`src/rtl/wb_pkg.sv`:
```
// Shared definitions for the writeback stage: ISA field encodings, exception
// codes, the write-port request type and the pipeline-slot decoder.
package wb_pkg;

    localparam int WB_DATA_W = 32;
    localparam int WB_ADDR_W = 5;

    localparam logic [4:0] OP_RTYPE = 5'b00000;
    localparam logic [4:0] OP_ADDI  = 5'b00101;
    localparam logic [4:0] OP_LW    = 5'b01000;
    localparam logic [4:0] OP_JAL   = 5'b00011;
    localparam logic [4:0] OP_SETX  = 5'b10101;

    localparam logic [4:0] ALU_ADD  = 5'b00000;
    localparam logic [4:0] ALU_SUB  = 5'b00001;
    localparam logic [4:0] ALU_MUL  = 5'b00110;
    localparam logic [4:0] ALU_DIV  = 5'b00111;

    localparam logic [WB_DATA_W-1:0] EXC_ADD  = 32'd1;
    localparam logic [WB_DATA_W-1:0] EXC_ADDI = 32'd2;
    localparam logic [WB_DATA_W-1:0] EXC_SUB  = 32'd3;
    localparam logic [WB_DATA_W-1:0] EXC_MUL  = 32'd4;
    localparam logic [WB_DATA_W-1:0] EXC_DIV  = 32'd5;

    typedef struct packed {
        logic                 we;
        logic [WB_ADDR_W-1:0] addr;
        logic [WB_DATA_W-1:0] data;
    } wb_req_t;

    // Write request for one MW slot; validity is applied by the caller.
    function automatic wb_req_t pipe_decode(
        input logic [31:0]          ir,
        input logic [WB_DATA_W-1:0] alu,
        input logic [WB_DATA_W-1:0] mem,
        input logic [WB_DATA_W-1:0] pc1,
        input logic                 exc,
        input logic [WB_ADDR_W-1:0] status_reg = 5'd30,
        input logic [WB_ADDR_W-1:0] link_reg   = 5'd31
    );
        wb_req_t    req;
        logic [4:0] op;
        logic [4:0] aluop;
        op         = ir[31:27];
        aluop      = ir[6:2];
        req.we     = 1'b0;
        req.addr   = ir[26:22];
        req.data   = alu;
        case (op)
            OP_RTYPE: begin
                req.we = (aluop != ALU_MUL) && (aluop != ALU_DIV);
                if (exc && aluop == ALU_ADD) begin
                    req.addr = status_reg;
                    req.data = EXC_ADD;
                end else if (exc && aluop == ALU_SUB) begin
                    req.addr = status_reg;
                    req.data = EXC_SUB;
                end
            end
            OP_ADDI: begin
                req.we = 1'b1;
                if (exc) begin
                    req.addr = status_reg;
                    req.data = EXC_ADDI;
                end
            end
            OP_LW: begin
                req.we   = 1'b1;
                req.data = mem;
            end
            OP_JAL: begin
                req.we   = 1'b1;
                req.addr = link_reg;
                req.data = pc1;
            end
            OP_SETX: begin
                req.we   = 1'b1;
                req.addr = status_reg;
                req.data = WB_DATA_W'(ir[26:0]);
            end
            default: ;
        endcase
        return req;
    endfunction

endpackage

```
`src/rtl/writeback_unit_if.sv`:
```
// Bundle of the XM-stage inputs, multdiv result port and register-file write
// port seen by the writeback stage.
interface writeback_unit_if #(
    parameter int DATA_W     = 32,
    parameter int REG_ADDR_W = 5
);
    logic                  in_valid;
    logic [31:0]           in_ir;
    logic [DATA_W-1:0]     in_alu_result;
    logic [DATA_W-1:0]     in_mem_data;
    logic [DATA_W-1:0]     in_pc_plus1;
    logic                  in_exception;

    logic                  md_valid;
    logic                  md_ready;
    logic [REG_ADDR_W-1:0] md_rd;
    logic [DATA_W-1:0]     md_result;
    logic                  md_is_div;
    logic                  md_exception;

    logic                  ctrl_writeEnable;
    logic [REG_ADDR_W-1:0] ctrl_writeReg;
    logic [DATA_W-1:0]     data_writeReg;
    logic [31:0]           retire_count;

    modport master (
        output in_valid, in_ir, in_alu_result, in_mem_data, in_pc_plus1, in_exception,
        output md_valid, md_rd, md_result, md_is_div, md_exception,
        input  md_ready,
        input  ctrl_writeEnable, ctrl_writeReg, data_writeReg, retire_count
    );

    modport slave (
        input  in_valid, in_ir, in_alu_result, in_mem_data, in_pc_plus1, in_exception,
        input  md_valid, md_rd, md_result, md_is_div, md_exception,
        output md_ready,
        output ctrl_writeEnable, ctrl_writeReg, data_writeReg, retire_count
    );

endinterface

```
`src/rtl/writeback_unit_md_fifo.sv`:
```
// Circular-buffer FIFO holding multdiv write requests until the write port is
// free. An entry is never popped in the cycle right after it was pushed.
module md_fifo #(
    parameter int WIDTH = 37,
    parameter int DEPTH = 2
) (
    input  logic             clk,
    input  logic             rst,
    input  logic             push_valid,
    output logic             push_ready,
    input  logic [WIDTH-1:0] push_data,
    output logic             pop_valid,
    input  logic             pop_ready,
    output logic [WIDTH-1:0] pop_data
);
    localparam int PTR_W = (DEPTH > 1) ? $clog2(DEPTH) : 1;
    localparam int CNT_W = $clog2(DEPTH + 1);

    logic [WIDTH-1:0] mem [DEPTH];
    logic [PTR_W-1:0] wr_ptr;
    logic [PTR_W-1:0] rd_ptr;
    logic [CNT_W-1:0] count;
    logic             fresh_q;
    logic             push;
    logic             pop;

    function automatic logic [PTR_W-1:0] ptr_inc(input logic [PTR_W-1:0] p);
        return (p == PTR_W'(DEPTH - 1)) ? '0 : p + 1'b1;
    endfunction

    assign push_ready = (count < CNT_W'(DEPTH));
    // Only the newest entry can be fresh, so the head is held back solely when
    // it is the sole entry and was written at the previous edge.
    assign pop_valid  = (count > CNT_W'(1)) || ((count == CNT_W'(1)) && !fresh_q);
    assign pop_data   = mem[rd_ptr];
    assign push       = push_valid & push_ready;
    assign pop        = pop_ready & pop_valid;

    always_ff @(posedge clk) begin
        if (push) begin
            mem[wr_ptr] <= push_data;
        end
    end

    always_ff @(posedge clk) begin
        if (rst) begin
            wr_ptr  <= '0;
            rd_ptr  <= '0;
            count   <= '0;
            fresh_q <= 1'b0;
        end else begin
            fresh_q <= push;
            if (push) begin
                wr_ptr <= ptr_inc(wr_ptr);
            end
            if (pop) begin
                rd_ptr <= ptr_inc(rd_ptr);
            end
            case ({push, pop})
                2'b10:   count <= count + 1'b1;
                2'b01:   count <= count - 1'b1;
                default: count <= count;
            endcase
        end
    end

endmodule

```
`src/rtl/writeback_unit.sv`:
```
// Writeback stage: MW pipeline register, pipeline/multdiv arbitration of the
// single register-file write port, and the committed-write counter.
module writeback_unit
    import wb_pkg::*;
#(
    parameter int DATA_W     = 32,
    parameter int REG_ADDR_W = 5,
    parameter int STATUS_REG = 30,
    parameter int LINK_REG   = 31,
    parameter int MD_DEPTH   = 2
) (
    input logic              clock,
    input logic              reset,
    writeback_unit_if.slave  wb
);
    localparam int ENTRY_W = REG_ADDR_W + DATA_W;

    logic                  mw_valid;
    logic [31:0]           mw_ir;
    logic [DATA_W-1:0]     mw_alu;
    logic [DATA_W-1:0]     mw_mem;
    logic [DATA_W-1:0]     mw_pc1;
    logic                  mw_exc;

    logic [ENTRY_W-1:0]    md_entry;
    logic [ENTRY_W-1:0]    head;
    logic                  head_valid;
    logic                  pop_ready;

    wb_req_t               pipe_req;
    logic                  pipe_we;
    logic                  cand_we;
    logic [REG_ADDR_W-1:0] cand_addr;
    logic [DATA_W-1:0]     cand_data;
    logic                  commit;

    always_ff @(posedge clock) begin
        if (reset) begin
            mw_valid <= 1'b0;
        end else begin
            mw_valid <= wb.in_valid;
        end
    end

    always_ff @(posedge clock) begin
        mw_ir  <= wb.in_ir;
        mw_alu <= wb.in_alu_result;
        mw_mem <= wb.in_mem_data;
        mw_pc1 <= wb.in_pc_plus1;
        mw_exc <= wb.in_exception;
    end

    // Exception substitution is resolved before the entry is queued.
    always_comb begin
        md_entry = {wb.md_rd, wb.md_result};
        if (wb.md_exception) begin
            md_entry = {REG_ADDR_W'(STATUS_REG),
                        wb.md_is_div ? DATA_W'(EXC_DIV) : DATA_W'(EXC_MUL)};
        end
    end

    md_fifo #(
        .WIDTH (ENTRY_W),
        .DEPTH (MD_DEPTH)
    ) u_md_fifo (
        .clk        (clock),
        .rst        (reset),
        .push_valid (wb.md_valid),
        .push_ready (wb.md_ready),
        .push_data  (md_entry),
        .pop_valid  (head_valid),
        .pop_ready  (pop_ready),
        .pop_data   (head)
    );

    always_comb begin
        pipe_req  = pipe_decode(mw_ir, WB_DATA_W'(mw_alu), WB_DATA_W'(mw_mem),
                                WB_DATA_W'(mw_pc1), mw_exc,
                                WB_ADDR_W'(STATUS_REG), WB_ADDR_W'(LINK_REG));
        pipe_we   = mw_valid & pipe_req.we;
        pop_ready = !pipe_we;
        cand_we   = 1'b0;
        cand_addr = '0;
        cand_data = '0;
        if (pipe_we) begin
            cand_we   = 1'b1;
            cand_addr = REG_ADDR_W'(pipe_req.addr);
            cand_data = DATA_W'(pipe_req.data);
        end else if (head_valid) begin
            cand_we   = 1'b1;
            cand_addr = head[ENTRY_W-1 -: REG_ADDR_W];
            cand_data = head[DATA_W-1:0];
        end
        // r0 writes still consume their slot or FIFO entry but never commit.
        commit = cand_we && (cand_addr != '0);
    end

    always_ff @(posedge clock) begin
        if (reset) begin
            wb.ctrl_writeEnable <= 1'b0;
            wb.ctrl_writeReg    <= '0;
            wb.data_writeReg    <= '0;
            wb.retire_count     <= '0;
        end else begin
            wb.ctrl_writeEnable <= commit;
            wb.ctrl_writeReg    <= cand_addr;
            wb.data_writeReg    <= cand_data;
            wb.retire_count     <= wb.retire_count + 32'(commit);
        end
    end

endmodule

```
`src/flat_wrapper.sv`:
```
// flat-port wrapper written by rule: the top's interface ports become plain ports
module writeback_unit_flat import wb_pkg::*;
#(
    parameter int DATA_W     = 32,
    parameter int REG_ADDR_W = 5,
    parameter int STATUS_REG = 30,
    parameter int LINK_REG   = 31,
    parameter int MD_DEPTH   = 2
)
  (clock, reset, wb_in_valid, wb_in_ir, wb_in_alu_result, wb_in_mem_data, wb_in_pc_plus1, wb_in_exception, wb_md_valid, wb_md_rd, wb_md_result, wb_md_is_div, wb_md_exception, wb_md_ready, wb_ctrl_writeEnable, wb_ctrl_writeReg, wb_data_writeReg, wb_retire_count);
  writeback_unit_if #(.DATA_W(DATA_W), .REG_ADDR_W(REG_ADDR_W)) wb_i ();
  input logic clock;
  input logic reset;
  input wire logic [$bits(wb_i.in_valid)-1:0] wb_in_valid;
  input wire logic [$bits(wb_i.in_ir)-1:0] wb_in_ir;
  input wire logic [$bits(wb_i.in_alu_result)-1:0] wb_in_alu_result;
  input wire logic [$bits(wb_i.in_mem_data)-1:0] wb_in_mem_data;
  input wire logic [$bits(wb_i.in_pc_plus1)-1:0] wb_in_pc_plus1;
  input wire logic [$bits(wb_i.in_exception)-1:0] wb_in_exception;
  input wire logic [$bits(wb_i.md_valid)-1:0] wb_md_valid;
  input wire logic [$bits(wb_i.md_rd)-1:0] wb_md_rd;
  input wire logic [$bits(wb_i.md_result)-1:0] wb_md_result;
  input wire logic [$bits(wb_i.md_is_div)-1:0] wb_md_is_div;
  input wire logic [$bits(wb_i.md_exception)-1:0] wb_md_exception;
  output wire logic [$bits(wb_i.md_ready)-1:0] wb_md_ready;
  output wire logic [$bits(wb_i.ctrl_writeEnable)-1:0] wb_ctrl_writeEnable;
  output wire logic [$bits(wb_i.ctrl_writeReg)-1:0] wb_ctrl_writeReg;
  output wire logic [$bits(wb_i.data_writeReg)-1:0] wb_data_writeReg;
  output wire logic [$bits(wb_i.retire_count)-1:0] wb_retire_count;
  assign wb_i.in_valid = wb_in_valid;
  assign wb_i.in_ir = wb_in_ir;
  assign wb_i.in_alu_result = wb_in_alu_result;
  assign wb_i.in_mem_data = wb_in_mem_data;
  assign wb_i.in_pc_plus1 = wb_in_pc_plus1;
  assign wb_i.in_exception = wb_in_exception;
  assign wb_i.md_valid = wb_md_valid;
  assign wb_i.md_rd = wb_md_rd;
  assign wb_i.md_result = wb_md_result;
  assign wb_i.md_is_div = wb_md_is_div;
  assign wb_i.md_exception = wb_md_exception;
  assign wb_md_ready = wb_i.md_ready;
  assign wb_ctrl_writeEnable = wb_i.ctrl_writeEnable;
  assign wb_ctrl_writeReg = wb_i.ctrl_writeReg;
  assign wb_data_writeReg = wb_i.data_writeReg;
  assign wb_retire_count = wb_i.retire_count;
  writeback_unit #(.DATA_W(DATA_W), .REG_ADDR_W(REG_ADDR_W), .STATUS_REG(STATUS_REG), .LINK_REG(LINK_REG), .MD_DEPTH(MD_DEPTH)) u_core (.clock(clock), .reset(reset), .wb(wb_i));
endmodule
```
`config.mk`:
```
export PLATFORM = sky130hd
export DESIGN_NAME = writeback_unit_flat
export DESIGN_NICKNAME = d
export VERILOG_FILES = /design/src/rtl/wb_pkg.sv /design/src/rtl/writeback_unit_if.sv /design/src/rtl/writeback_unit_md_fifo.sv /design/src/rtl/writeback_unit.sv /design/src/flat_wrapper.sv
export SDC_FILE = /design/constraint.sdc
export NUM_CORES = 1
export LEC_CHECK = 0
export ABC_AREA = 1
export CAP_MARGIN = 15
export CELL_PAD_IN_SITES_DETAIL_PLACEMENT = 0
export CELL_PAD_IN_SITES_GLOBAL_PLACEMENT = 2
export CORE_MARGIN = 1
export CORE_UTILIZATION = 33
export CTS_BUF_LIST = sky130_fd_sc_hd__clkbuf_4 sky130_fd_sc_hd__clkbuf_8
export CTS_CLUSTER_SIZE = 16
export DETAILED_ROUTE_END_ITERATION = 7
export PLACE_DENSITY_LB_ADDON = 0.1
export RECOVER_POWER = 50
export SYNTH_ARGS = -nofsm -noshare
export SYNTH_HDL_FRONTEND = slang
export SYNTH_SLANG_ARGS = --single-unit
```
`constraint.sdc`:
```
create_clock -name clock -period 4.72 [get_ports clock]
set_clock_uncertainty 0.15 [all_clocks]
set_input_delay 0.708 -clock clock [delete_from_list [all_inputs] [get_ports clock]]
set_output_delay 0.708 -clock clock [all_outputs]
set_load 0.01 [all_outputs]
```
## Word-level counts from Yosys, hierarchy flattened

Memories as Yosys holds them, arrays and structs flattened. A register that Yosys moved wholly into a read port is not among the register bits.
Cells that the tools add are included.

- Register bits: 205
- Logic and storage cells: 69
- Bits of input ports: 172
- Output and inout bits: 71
- Bits in writable memories: 74
- Memories kept: 1

- Bitwise gates (word level): 3
- $add $sub $neg: 5
- $lt $le $gt $ge: 2
- Reduce and logical (&&, ||, !) cells: 13
- Muxes and demuxes: 21
- Equal/unequal tests: 10

Memory list:

| memory | depth | width | rd ports | clocked after memory_dff | wr ports | RTL line | text |
|---|---|---|---|---|---|---|---|
| u_core.u_md_fifo.mem | 2 | 37 | 1 | 1 | 1 | writeback_unit_md_fifo.sv:19 | `logic [WIDTH-1:0] mem [DEPTH];` |

Operators with widths:

| kind | count |
|---|---|
| $pmux W32 S5 | 1 |
| $mux W37 | 4 |
| $mux W32 | 2 |
| $add A32 B1 Y32 | 1 |
| $pmux W5 S4 | 1 |
| $logic_not A5 Y1 | 2 |
| $mux W5 | 2 |
| $ne A5 B3 Y1 const B | 2 |
| $mux W1 | 9 |
| $eq A5 B1 Y1 const B | 1 |
| $eq A5 B2 Y1 const B | 1 |
| $eq A5 B3 Y1 const B | 1 |
| $eq A5 B4 Y1 const B | 1 |
| $eq A5 B5 Y1 const B | 1 |
| $logic_and A1 B1 Y1 | 5 |
| $reduce_bool A5 Y1 | 1 |
| $eq A2 B1 Y1 const B | 2 |
| $pmux W2 S2 | 1 |
| $reduce_or A4 Y1 | 1 |
| $and A1 B1 Y1 | 3 |
| $add A1 B1 Y1 const B | 2 |
| $add A2 B1 Y2 const B | 1 |
| $eq A2 B2 Y1 const B | 1 |
| $gt A2 B1 Y1 const B | 1 |
| 6 further kinds | 7 |

## Depth between registers and ports, before layout

Gate-level depths: netlist of run 1.

- Word-level depth: 9
- Gate-level depth with buffers: 22
- Mapped depth without buffers: 22

## By module

A second synthesis of run 1 with hierarchy kept.

- Cell total of the unflattened synthesis: 956
- Area total of the unflattened synthesis: 9907.0 sq um

By module, submodules not included:

| module | seq. area each (sq um) | area each (sq um) | cells an instance | instances |
|---|---|---|---|---|
| writeback_unit | 4003.8 | 6811.5 | 805 | 1 |
| md_fifo | 2342.2 | 3095.5 | 151 | 1 |

## Least setup slack after synthesis of run 1

No wires, ideal clock.

- Kind: input-to-reg
- Start: input wb_md_valid
- End: memory u_core.u_md_fifo.mem[1][0], enable pin
- Setup time: 0.433 ns
- Slack: 1.733 ns
- Buffers on the path: 0
- Arrival time: 2.405 ns
- Cell stages on the path: 2
- Cells stage by stage: nand2_1 > nor2_1

- Word-level cells in the longest chain between the ends: 3

Ends and longest elaborated chain:

| element | RTL line | text |
|---|---|---|
| start: declaration | flat_wrapper.sv:20 | `input wire logic [$bits(wb_i.md_valid)-1:0] wb_md_valid;` |
| $and A1 B1 Y1 | writeback_unit_md_fifo.sv:36 | `assign push = push_valid & push_ready;` |
| $mux W1 | writeback_unit_md_fifo.sv:40 | `if (push) begin` |
| $mux W1 (implied by the code) | writeback_unit_md_fifo.sv:41 | `mem[wr_ptr] <= push_data;` |
| end: declaration | writeback_unit_md_fifo.sv:19 |  |

No other way between the ends.

==> impl_results.md, run 1 <==
- Status: finished, violations left
- Failing checks: max-capacitance violations, max-slew violations
- H-tree depth: 2
- TNS Setup: 0 ps
- Share of post-route cells with drive strength above 1: 12.1%
- Worst-Margin Slew: 2250 ps
- Seq cells post-synth: 280
- FILL cells: 2,816
- Port bufs: 242
- Antenna violations before repair: 3
- Chip Width: 174 µm
- Internal power: 4.55 mW
- Syn-to-layout area delta: 39.4%
- Synth Cell Area: 9760 µm²
- Register area share after synthesis: 65.0%
- Final setup viols: 0
- Reg clk slew, reported paths: 60 ps
- Final hold violations: 0
- Logic pwr share: 15.7%
- Slew Limit Fails: 109
- Final wirelength: 26.4 mm
- Grt total ovfl: 0
- TritonCTS clock tree: yes
- Gpl congestion: 0.793
- Pin count of the biggest net entering global routing: 42
- RSZ-0062 raised after global routing: false
- Number of global-route vias before repair: 7,521
- Max transition margin: -49.8%
- Post-Syn Nets: 1,154
- Design area: 13,600 µm²
- Synth unique cells: 39
- Die ar.: 30,300 µm²
- Setup crit start kind: input port
- CP max FO: 41
- Setup CP Type: input port to flop
- Pre-CTS setup slack: 1430 ps
- Synth warnings: 0
- Clock share of power: 38.1%
- Leading cell type in the layout, fill and taps excluded: nand2_1
- Dpl cell area: 12,600 µm²
- Worst-Skew Late Latency: 560 ps
- DP HPWL: 18.0 mm
- Detail Route Antenna Nets: 0
- Worst setup margin: 1240 ps
- Final worst path period need: 3480 ps
- DR vias: 7,421
- Worst Path Arrival: 3770 ps
- DR iter-0 viols: 232
- Total power: 6.09 mW
- Hold Buf Count CTS: 0
- Clock Sink Count: 280
- Die Ht: 174 µm
- Post-CTS Resized: 0
- Vias/cell: 4.45
- Drt pass-1 iters: 4
- MaxCap Viol Count: 3
- P per Cell Area: 448 nW/µm²
- Postcts setup bufs: 0
- Tightest Hold Check Type: flop to flop
- Total track usage: 17.8%
- Starting density of the core: 33.7%
- Nets: 1,421
- Mapped Avg Cell Area: 9.98 µm²
- Root buf cell: clkbuf_8
- Most frequent cells in the layout: nand2_1, dfxtp_1, dlygate4sd3_1
- Sw Ratio: 25.3%
- Crit. End Element: flop
- Clock buffer depth: 3
- Total CTS buffers: 48
- Row count: 62
- Fmax: 287 MHz
- Routed wire length per instance: 15.8 µm
- Flop pwr share: 46.2%
- First-pass GRT wire length: 41.3 mm
- Sw power: 1.54 mW
- Max VDD drop: 0.000248 V
- DRC Markers: 0
- Fin util: 47.0%
- Period utilization: 73.8%
- Ports: 243
- Core Box Area: 28,900 µm²
- Cell count after synthesis: 978
- CP required: 5010 ps
- Leakage power: 5.56 nW
## kinds of logic after synthesis
group | after synthesis | synth area share [%]
adders and majority gates | 4 | 0.513
buffers and inverters | 142 | 5.83
xor gates and xnor gates | 8 | 0.718
and+or+nand+nor | 406 | 17.5
muxes | 38 | 4.37
AOI/OAI and AO/OA | 100 | 6.08
DFF | 280 | 65.0
## state kept, by name (all words and copies together), names as in the netlist, named ones only
signal                      count
u_core.u_md_fifo.rd_ptr         1
u_core.u_md_fifo.fresh_q        1
u_core.wb.data_writeReg        32
u_core.wb.retire_count         32
u_core.mw_alu                  32
u_core.mw_ir                   32
u_core.mw_exc                   1
u_core.u_md_fifo.wr_ptr         1
u_core.u_md_fifo.mem           74
u_core.wb.ctrl_writeEnable      1
u_core.mw_mem                  32
u_core.mw_valid                 1
u_core.wb.ctrl_writeReg         5
u_core.u_md_fifo.count          2
u_core.mw_pc1                  32
## final timing paths
kind	start	slack [ps]	cells past startpoint	end
worst max-delay path	reset	1240	5	u_core.u_md_fifo.count[1]
worst min-delay path	u_core.wb.retire_count[21]	310	2	u_core.wb.retire_count[21]
worst max register to register	u_core.u_md_fifo.count[1]	1400	20	u_core.wb.retire_count[30]
worst min register to register	u_core.wb.retire_count[21]	310	2	u_core.wb.retire_count[21]
## routing by layer
metal	global-route usage, %	routed length [µm]
met5	0	27
met4	4.82	393
met3	4.70	1620
met2	29.0	12100
met1	23.2	12300
## metrics by stage
step                instances  hold WS, ps
CTS                      1668          320
global placement         1579          301
global route             1668          358
detailed placement       1579          311
floorplan                 978          327
finish                   1669          312
## power by group through the flow
stage	logic [mW]	clock network, mW	registers [mW]
after floorplan	0.532	0	2.86
after global routing	1.06	2.50	2.84
after detailed placement	1.00	0	2.87
after global placement	0.997	0	2.87
final	0.957	2.32	2.81
after CTS	1.01	2.40	2.82
## critical path, cell delays in order
cell	delay [ps]
clkbuf_1	1070
clkbuf_1	1680
a21oi_1	60
o21ai_0	160
inv_1	50
## synth_stat cells (all sizes together)
master | number | area [µm²]
a21oi | 57 | 285
buf | 13 | 82.6
clkinv | 1 | 3.75
edfxtp | 74 | 2220
xnor2 | 5 | 43.8
or2 | 6 | 37.5
a22oi | 1 | 7.51
mux2i | 1 | 10.0
clkbuf | 20 | 75.1
a31oi | 2 | 12.5
inv | 108 | 408
nor4 | 3 | 18.8
nand2 | 224 | 853
dfxtp | 206 | 4120
nand3 | 27 | 140
o21ai | 15 | 75.1
xor2 | 3 | 26.3
nand4 | 10 | 62.6
and3 | 1 | 6.26
nor3 | 18 | 90.1
mux2 | 37 | 417
nor2 | 112 | 459
o21a | 4 | 30.0
a211oi | 1 | 7.51
ha | 4 | 50.1
a221oi | 20 | 175
nor3b | 5 | 37.5
## layout make-up
| class | count | area, µm² | share of cell area [%] |
|---|---|---|---|
| clock buffers | 82 | 978 | 7.19 |
| multi-input cells | 556 | 2850 | 21.0 |
| well taps | 384 | 480 | 3.53 |
| clock inverters | 7 | 63.8 | 0.469 |
| repair buffers | 250 | 2470 | 18.1 |
| diodes | 1 | 2.50 | 0.0184 |
| flip-flops and latches | 280 | 6350 | 46.7 |
| inverters | 109 | 412 | 3.03 |
Note: power is estimated with default switching activity, not from simulation.
==> run 2: changes to the inputs <==
--- a/config.mk
+++ b/config.mk
@@ -10,7 +10,7 @@
 export CELL_PAD_IN_SITES_DETAIL_PLACEMENT = 0
 export CELL_PAD_IN_SITES_GLOBAL_PLACEMENT = 2
 export CORE_MARGIN = 1
-export CORE_UTILIZATION = 33
+export CORE_UTILIZATION = 31
 export CTS_BUF_LIST = sky130_fd_sc_hd__clkbuf_4 sky130_fd_sc_hd__clkbuf_8
 export CTS_CLUSTER_SIZE = 16
 export DETAILED_ROUTE_END_ITERATION = 7
==> constraint.sdc (replaced) <==
create_clock -name clock -period 3.4 [get_ports clock]
set_clock_uncertainty 0.15 [all_clocks]
set_input_delay 0.51 -clock clock [delete_from_list [all_inputs] [get_ports clock]]
set_output_delay 0.51 -clock clock [all_outputs]
set_load 0.01 [all_outputs]
==> impl_results.md, run 2 (synthesis results as in run 1) <==
- Setup crit start kind: flop
- Drt pass-1 iters: 7 (+3)
- Antenna violations before repair: 3 (unchanged)
- Max VDD drop: 0.000285 V (+15%)
- Starting density of the core: 31.7% (-2.0 points)
- Final setup viols: 0 (unchanged)
- Vias/cell: 4.36 (-2.0%)
- Reg2reg start: u_core.mw_ir[29]
- Nets: 1,429 (+0.56%)
- Root buf cell: clkbuf_8
- R2R depth: 22 (+10%)
- Final hold violations: 0 (unchanged)
- Die ar.: 32,200 µm² (+6.4%)
- Grt total ovfl: 0 (unchanged)
- CP required: 3730 ps (-1280 ps)
- Pin count of the biggest net entering global routing: 45 (+7.1%)
- Detail Route Antenna Nets: 0 (unchanged)
- Clock buffer depth: 3 (unchanged)
- Period utilization: 88.7%
- Final wirelength: 27.4 mm (+3.7%)
- Status: finished, violations left
- Clock Sink Count: 280 (unchanged)
- Leakage power: 5.62 nW (+1.0%)
- Core Box Area: 30,700 µm² (+6.3%)
- MaxCap Viol Count: 3 (unchanged)
- DRC Markers: 44 (+44)
- Chip Width: 179 µm (+3.1%)
- DR iter-0 viols: 264 (+14%)
- Placed cell count: 1,595 (+1.0%)
- Routed wire length per instance: 16.2 µm (+2.5%)
- Worst Path Arrival: 3340 ps (-430 ps)
- Tightest Hold Check Type: input port to flop
- Hold Path End: u_core.wb.retire_count[6]
- DP HPWL: 18.9 mm (+4.8%)
- Internal power: 6.36 mW (+40%)
- Hold_ws: 287 ps (-24.8 ps)
- Final worst path period need: 3020 ps
- FILL cells: 3,041 (+8.0%)
- WHS Path Cells: 2 (unchanged)
- Gpl congestion: 0.753 (-5.0%)
- Most frequent cells in the layout: nand2_1, dfxtp_1, dlygate4sd3_1
- Row count: 64 (+3.2%)
- Worst-Skew Late Latency: 570 ps (about the same)
- HP Start: reset
- P per Cell Area: 619 nW/µm² (+38%)
- Reg clk slew, reported paths: 60 ps (about the same)
- Syn-to-layout area delta: 41.3%
- Hold Buf Count CTS: 0 (unchanged)
- Setup CP Type: flop to flop
- H-tree depth: 2 (unchanged)
- Leading cell type in the layout, fill and taps excluded: nand2_1
- TritonCTS clock tree: yes
- Total power: 8.53 mW (+40%)
- DR vias: 7,352 (-0.93%)
- R2r setup slk: 380 ps (-1020 ps)
- Flop pwr share: 45.5% (-0.7 points)
- Total CTS buffers: 49 (+2.1%)
- CP max FO: 7 (-83%)
- Worst-Margin Slew: 2480 ps (+233 ps)
- R2r endpoint: u_core.wb.retire_count[28]
- Logic pwr share: 16.5% (+0.8 points)
- Total track usage: 17.4% (-0.39 points)
- Share of post-route cells with drive strength above 1: 13.9% (+1.8 points)
- Ports: 243 (unchanged)
- Max reg flops: 74 (unchanged)
- Number of global-route vias before repair: 7,856 (+4.5%)
- Clock share of power: 38.0% (about the same)
- Most flops, register: u_core.u_md_fifo.mem
- Port bufs: 242 (unchanged)
- Fmax: 332 MHz
- Crit. End Element: flop
- Sw Ratio: 25.5% (+0.16 points)
- Failing checks: design-rule violations, max-capacitance violations, max-slew violations
- Post-Layout Cell Count: 1,688 (+1.1%)
- Sw power: 2.17 mW (+41%)
- Slew Limit Fails: 98 (-10%)
- Max transition margin: -65.3% (-16 points)
- Die Ht: 179 µm (+3.1%)
- First-pass GRT wire length: 43.4 mm (+5.0%)
==> run 2: cell types whose count changed in the layout (fill, tap and decap cells not counted), sizes merged <==
cell | before | now
clkbuf | 85 | 80
buf | 7 | 15
clkinvlp | 0 | 1
diode | 1 | 2
clkinv | 6 | 8
==> run 2: per-stage QoR <==
stage               setup slack [ps]  setup TNS (ps)  util [%]  area [µm²]
floorplan                        442               0         -        9760
global placement                 243               0      41.2       12700
detailed placement               145               0      41.2       12700
CTS                              118               0      44.6       13700
global route                   -13.8           -13.8      44.8       13800
finish                           384               0      44.8       13800
==> run 2: cell type report <==
cell class,count,area (µm²),share of cell area (%)
Antenna cell,2,5.00,0.0363
Clock buffer,78,973,7.06
Clock inverter,10,90.1,0.653
Inverter,109,412,2.99
Multi-Input combinational cell,556,2920,21.2
Sequential cell,280,6350,46.1
Tap cell,396,495,3.59
Timing Repair Buffer,257,2540,18.5
==> run 2: what timing repair did <==
action | CTS | global route
buffers inserted | 0 | 3
endpoints found under the setup margin | 0 | 8
resized for setup | 0 | 25
==> run 2: worst max-delay path, stage by stage (launching register included) <==
cell	delay, ps
dfxtp_1	350
nand2_1	90
inv_2	40
nand2_1	90
inv_2	60
nor2_4	120
nand3_4	110
nand2_4	120
nand2_1	80
nand2_1	70
nor2_1	40
nand3_1	100
ha_2	190
ha_1	160
nand2_1	110
nor2_4	150
nand2_2	120
nor2_4	150
inv_1	90
nor2_2	100
nand4_1	120
or2_0	230
a21oi_1	110
==> run 2: worst max path at each step <==
stage	to	startpoint	slack, ps
2_1_floorplan	u_core.wb.retire_count[30]	u_core.u_md_fifo.count[1]	440
3_3_place_gp	u_core.wb.retire_count[30]	u_core.u_md_fifo.count[1]	240
3_5_place_dp	u_core.wb.retire_count[30]	u_core.u_md_fifo.count[1]	140
4_1_cts	u_core.wb.retire_count[30]	u_core.u_md_fifo.count[1]	120
5_1_grt	u_core.wb.retire_count[28]	u_core.mw_ir[3]	-10
6_report	u_core.wb.retire_count[28]	u_core.mw_ir[29]	380
==> run 2: power groups by stage <==
stage / combinational, mW / sequential [mW] / clock, mW
floorplan: 0.739 / 3.97 / 0
global placement: 1.47 / 3.94 / 0
detailed placement: 1.46 / 3.95 / 0
CTS: 1.47 / 3.88 / 3.36
global route: 1.57 / 3.91 / 3.51
finish: 1.40 / 3.88 / 3.24
==> run 2: metal layers <==
metal / wire length [µm] / up-vias / global-route usage [%]
li1: - / 3742 / -
met1: 11800 / 3348 / 20.7
met2: 12800 / 225 / 29.4
met3: 2290 / 37 / 6.38
met4: 440 / 0 / 4.59
met5: 0 / - / 0
==> run 3: changes to the inputs <==
--- a/config.mk
+++ b/config.mk
@@ -14,6 +14,7 @@
 export CTS_BUF_LIST = sky130_fd_sc_hd__clkbuf_4 sky130_fd_sc_hd__clkbuf_8
 export CTS_CLUSTER_SIZE = 16
 export DETAILED_ROUTE_END_ITERATION = 7
+export HOLD_SLACK_MARGIN = 0.15
 export PLACE_DENSITY_LB_ADDON = 0.1
 export RECOVER_POWER = 50
 export SYNTH_ARGS = -nofsm -noshare
==> results of run 3 <==
Same layout as run 2: the final DEF is identical, and so are final timing and power.
